$ cat config.mk
export PLATFORM = sky130hd
export DESIGN_NAME = registers_istr_mc_flat
export DESIGN_NICKNAME = d
export VERILOG_FILES = /design/src/rtl/registers_istr_mc_if.sv /design/src/rtl/registers_istr_mc.sv /design/src/flat_wrapper.sv
export SDC_FILE = /design/constraint.sdc
export NUM_CORES = 1
export LEC_CHECK = 0
export CAP_MARGIN = 20
export CORE_MARGIN = 1
export CORE_UTILIZATION = 37
export CTS_BUF_LIST = sky130_fd_sc_hd__clkbuf_2 sky130_fd_sc_hd__clkbuf_4 sky130_fd_sc_hd__clkbuf_8
export DETAILED_ROUTE_END_ITERATION = 7
export DONT_BUFFER_PORTS = 1
export SKIP_LAST_GASP = 1
export SYNTH_ARGS = -nofsm -noshare
export SYNTH_HDL_FRONTEND = slang
export SYNTH_SLANG_ARGS = --single-unit
$ cat constraint.sdc
create_clock -name CLK -period 1.38 [get_ports CLK]
set_input_delay 0.276 -clock CLK [delete_from_list [all_inputs] [get_ports CLK]]
set_output_delay 0.276 -clock CLK [all_outputs]
set_load 0.01 [all_outputs]
$ cat src/rtl/registers_istr_mc_if.sv
// Host-side bundle of the multi-source ISTR block:
// event sources, FIFO flags, mask, read strobe and outputs.
interface registers_istr_mc_if #(
    parameter int NSRC = 4
);
    logic [NSRC-1:0] SRC_I;
    logic            FIFOEMPTY;
    logic            FIFOFULL;
    logic            INTENA;
    logic            MASK_WR;
    logic [NSRC-1:0] MASK_DI;
    logic            ISTR_RD_;
    logic            CLR_INT;
    logic [NSRC+3:0] ISTR_O;
    logic [NSRC-1:0] MASK_O;
    logic            INT_O_;

    modport master (
        output SRC_I, FIFOEMPTY, FIFOFULL, INTENA,
        output MASK_WR, MASK_DI, ISTR_RD_, CLR_INT,
        input  ISTR_O, MASK_O, INT_O_
    );

    modport slave (
        input  SRC_I, FIFOEMPTY, FIFOFULL, INTENA,
        input  MASK_WR, MASK_DI, ISTR_RD_, CLR_INT,
        output ISTR_O, MASK_O, INT_O_
    );
endinterface

$ cat src/rtl/registers_istr_mc.sv
// Multi-source interrupt status register with per-source mask,
// read-stable snapshot and optional clear-on-read. Falling-edge clocked.
module registers_istr_mc #(
    parameter int          NSRC        = 4,
    parameter logic [15:0] EDGE_MASK   = 16'h000F,
    parameter bit          CLR_ON_READ = 1'b1
) (
    input logic CLK,
    input logic RESET_,
    registers_istr_mc_if.slave bus
);
    localparam logic [NSRC-1:0] EM = EDGE_MASK[NSRC-1:0];

    logic [NSRC-1:0] r_pend;
    logic [NSRC-1:0] r_mask;
    logic [NSRC-1:0] r_src_q;
    logic [NSRC-1:0] r_snap_pend;
    logic            r_rd_q;
    logic            r_snap_f;
    logic            r_snap_p;
    logic            r_snap_ff;
    logic            r_snap_fe;
    logic            r_int_n;

    logic [NSRC-1:0] w_set;
    logic [NSRC-1:0] w_clr;
    logic [NSRC-1:0] w_pend_nxt;
    logic            w_rd_end;
    logic            w_snap_ld;
    logic            w_int_f;
    logic            w_int_p;

    assign w_set    = bus.SRC_I & ~r_src_q & EM;
    assign w_rd_end = bus.ISTR_RD_ & ~r_rd_q;
    assign w_clr    = (bus.CLR_INT ? EM : '0)
                    | ((CLR_ON_READ && w_rd_end) ? (r_snap_pend & EM) : '0);

    // New edges are OR-ed in after the clear so a same-edge set survives.
    assign w_pend_nxt = (((r_pend & ~w_clr) | w_set) & EM)
                      | (bus.SRC_I & ~EM);

    assign w_int_f   = |r_pend;
    assign w_int_p   = bus.INTENA & (|(r_pend & r_mask));
    assign w_snap_ld = bus.ISTR_RD_ | r_rd_q;

    always_ff @(negedge CLK or negedge RESET_) begin
        if (!RESET_) begin
            r_pend      <= '0;
            r_mask      <= '0;
            r_src_q     <= '0;
            r_rd_q      <= 1'b1;
            r_snap_pend <= '0;
            r_snap_f    <= 1'b0;
            r_snap_p    <= 1'b0;
            r_snap_ff   <= 1'b0;
            r_snap_fe   <= 1'b1;
            r_int_n     <= 1'b1;
        end else begin
            r_pend  <= w_pend_nxt;
            r_src_q <= bus.SRC_I;
            r_rd_q  <= bus.ISTR_RD_;
            r_int_n <= ~w_int_p;
            if (bus.MASK_WR) begin
                r_mask <= bus.MASK_DI;
            end
            // Snapshot freezes from the edge after read start until read end.
            if (w_snap_ld) begin
                r_snap_pend <= r_pend;
                r_snap_f    <= w_int_f;
                r_snap_p    <= w_int_p;
                r_snap_ff   <= bus.FIFOFULL;
                r_snap_fe   <= bus.FIFOEMPTY;
            end
        end
    end

    assign bus.ISTR_O = {r_snap_f, r_snap_p, r_snap_pend, r_snap_ff, r_snap_fe};
    assign bus.MASK_O = r_mask;
    assign bus.INT_O_ = r_int_n;
endmodule

$ cat src/flat_wrapper.sv
// flat-port wrapper written by rule: the top's interface ports become plain ports
module registers_istr_mc_flat 
#(
    parameter int          NSRC        = 4,
    parameter logic [15:0] EDGE_MASK   = 16'h000F,
    parameter bit          CLR_ON_READ = 1'b1
)
  (CLK, RESET_, bus_SRC_I, bus_FIFOEMPTY, bus_FIFOFULL, bus_INTENA, bus_MASK_WR, bus_MASK_DI, bus_ISTR_RD_, bus_CLR_INT, bus_ISTR_O, bus_MASK_O, bus_INT_O_);
  registers_istr_mc_if #(.NSRC(NSRC)) bus_i ();
  input logic CLK;
  input logic RESET_;
  input wire logic [$bits(bus_i.SRC_I)-1:0] bus_SRC_I;
  input wire logic [$bits(bus_i.FIFOEMPTY)-1:0] bus_FIFOEMPTY;
  input wire logic [$bits(bus_i.FIFOFULL)-1:0] bus_FIFOFULL;
  input wire logic [$bits(bus_i.INTENA)-1:0] bus_INTENA;
  input wire logic [$bits(bus_i.MASK_WR)-1:0] bus_MASK_WR;
  input wire logic [$bits(bus_i.MASK_DI)-1:0] bus_MASK_DI;
  input wire logic [$bits(bus_i.ISTR_RD_)-1:0] bus_ISTR_RD_;
  input wire logic [$bits(bus_i.CLR_INT)-1:0] bus_CLR_INT;
  output wire logic [$bits(bus_i.ISTR_O)-1:0] bus_ISTR_O;
  output wire logic [$bits(bus_i.MASK_O)-1:0] bus_MASK_O;
  output wire logic [$bits(bus_i.INT_O_)-1:0] bus_INT_O_;
  assign bus_i.SRC_I = bus_SRC_I;
  assign bus_i.FIFOEMPTY = bus_FIFOEMPTY;
  assign bus_i.FIFOFULL = bus_FIFOFULL;
  assign bus_i.INTENA = bus_INTENA;
  assign bus_i.MASK_WR = bus_MASK_WR;
  assign bus_i.MASK_DI = bus_MASK_DI;
  assign bus_i.ISTR_RD_ = bus_ISTR_RD_;
  assign bus_i.CLR_INT = bus_CLR_INT;
  assign bus_ISTR_O = bus_i.ISTR_O;
  assign bus_MASK_O = bus_i.MASK_O;
  assign bus_INT_O_ = bus_i.INT_O_;
  registers_istr_mc #(.NSRC(NSRC), .EDGE_MASK(EDGE_MASK), .CLR_ON_READ(CLR_ON_READ)) u_core (.CLK(CLK), .RESET_(RESET_), .bus(bus_i));
endmodule
==> impl_metrics.toml <==
[synthesis]
syn_nets = 85
yosys_warnings = 0
syn_avg_cell_area_um2 = 12.7
synth_seq_cells = 22
synth_cell_types = 17
yosysSeqAreaShare_pct = 63.0
synth_cells = 69
syn_area_um2 = 880

[cts]
clkTransAtPathRegs_ps = 80
cts_tree = "done"
clkLatencyLatePin_ps = 370
ctsHtreeMaxLevel = 1
ctsLongestPathBuffers = 2
cts_setup_buffers = 0
clockRootBuffer = "clkbuf_4"
cts-resized-gates = 0
clock-sinks = 22
cts-buffers-inserted = 3
postCtsHoldBufs = 0

[sta]
hold_viol = 0
rsz0062_at_grt = "yes"
slew_headroom_pct = 85.0
tightestPinTransition_ps = 223
slew_viol_final = 0
skew_ps = 67.9
layout_setup_ws_ps = -494
finalSetupViolCount = 13

[min_path]
hold_class = "in -> async"

[setup_path]
worstPathArrival_ps = 1600
crit_fanout = 2
crit_type = "reg -> out"
worstPathRequired_ps = 1100
crit_path_end_kind = "primary output"
critPathLaunchType = "flip-flop"

[routing]
routed_wl_um = 1570
via_per_inst = 4.70
vias = 517
wl_per_cell_um = 14.2
drtPass1Iterations = 4
drt_iter0_markers = 4
ant_nets = 0
drc = 0

[floorplan]
die_w_um = 50.8
die_h_um = 50.8
io_pins = 29
die_area_um2 = 2580
rows = 17
core-area_um2 = 2230
start_util_pct = 39.4

[grt]
antenna_found_initial = 0
grt_max_degree = 23
grt_pass1_vias = 559
gr-total-overflow = 0
grt_pass1_wl_um = 2560
grt_usage_pct = 14.0

[run]
maxCapViolCount = 0

[cells_and_area]
n_antenna_cell = 0
drive_above_1_share_pct = 37.8
nets = 99
nFillCells = 221
areaGrowthSynthToFinish_pct = 15.9
finish.utilization_pct = 45.7

[outcome]
violations = "negative setup slack"
outcome = "complete, but fails checks"

[place]
dp_hpwl_um = 1180
globalplace.congestion = 0.724
place_ws_ps = -215
port_buffers = 0

[pwr]
p_leak_nw = 0.499
vdd_drop_max_mv = 0.565
p_per_area_nw_per_um2 = 1270
==> per-stage QoR <==
step	instance area [um2]	instances	power, W	TNS (ps)	hold WS (ps)
2_1_floorplan	902	69	0.000912	-1890	340
3_3_place_gp	982	104	0.000962	-2100	344
3_5_place_dp	982	104	0.000967	-2260	346
4_1_cts	1020	110	0.00132	-5120	219
5_1_grt	1020	110	0.00137	-5390	206
6_report	1020	110	0.00130	-4960	225
==> synthesized netlist by cell type (all sizes together) <==
master  number  share of area, %
a22o         1               1.0
inv          9               3.8
o21ai        9               6.8
dfstp        3               9.0
dfrtn       19                54
nor2b        2               2.3
mux2         6               7.7
nor4         1              0.71
nand2        7               3.0
a22oi        2               1.7
a211o        4               4.0
nor2         1               1.3
buf          5               4.7
==> placed cells by master, fill, tap and decap left out <==
cell type,count
dfrtn_1,19
buf_4,12
inv_1,11
nand2_1,7
mux2_4,5
o21ai_1,5
a211o_1,4
o21ai_2,4
clkbuf_4,4
dfstp_2,3
a22oi_1,2
nor2_4,1
mux2_2,1
nor2b_4,1
nor2b_1,1
a22o_1,1
nor4_1,1
==> power by group <==
| group | internal (W) | switching (W) | leakage (nW) |
|---|---|---|---|
| logic | 0.0000987 | 0.0000584 | 0.206 |
| registers | 0.000718 | 0.0000614 | 0.259 |
| clock network | 0.000144 | 0.000219 | 0.0344 |
==> sequential cells by signal (all words and copies together) (netlist names) <==
name / count
u_core.r_src_q: 4
u_core.r_snap_p: 1
u_core.r_snap_f: 1
u_core.r_rd_q: 1
u_core.bus.INT_O_: 1
u_core.r_snap_pend: 4
u_core.bus.MASK_O: 4
u_core.r_snap_fe: 1
u_core.r_snap_ff: 1
u_core.r_pend: 4
==> worst paths after layout <==
check | endpoint | from | depth (start not counted) | slack [ps]
max reg2reg | u_core.r_snap_p$_DFFE_NN0P_ | u_core.r_rd_q$_DFF_NN1_ | 3 | 160
min reg2reg | u_core.r_pend[2]$_DFF_NN0_ | u_core.r_src_q[2]$_DFF_NN0_ | 1 | 350
min in group CLK | u_core.r_pend[2]$_DFF_NN0_ | u_core.r_src_q[2]$_DFF_NN0_ | 1 | 350
max in group asynchronous | u_core.r_snap_fe$_DFFE_NN1P_ | RESET_ | 0 | 910
max | bus_ISTR_O[0] | u_core.r_snap_fe$_DFFE_NN1P_ | 0 | -490
min | u_core.bus.MASK_O[1]$_DFFE_NN0P_ | RESET_ | 0 | 230
==> area by class of cell <==
cell class                 count  area [um2]  share of cell area (%)
clock buffer                   4        30.0                    2.94
multi-input combinational     33         269                    26.4
sequential                    22         554                    54.4
clock inverter                 3        11.3                    1.10
tap                           28        35.0                    3.44
inverter                       8        30.0                    2.94
timing repair buffer          12        90.1                    8.83
==> metal layers <==
layer / share of wire, % / global-route usage, %
met5: 0 / 0
met4: 0 / 6.94
met3: 8.9 / 4.55
met2: 45 / 22.0
met1: 46 / 17.3
==> cells by family after synthesis <==
| logic type | Yosys count | share of synthesized area (%) |
|---|---|---|
| AO/OA/AOI/OAI | 16 | 13.5 |
| buffers and inverters | 14 | 8.53 |
| flip-flops | 22 | 63.0 |
| multiplexers | 6 | 7.68 |
| AND/OR/NAND/NOR | 11 | 7.26 |
Power figures use the tool's default switching activity.
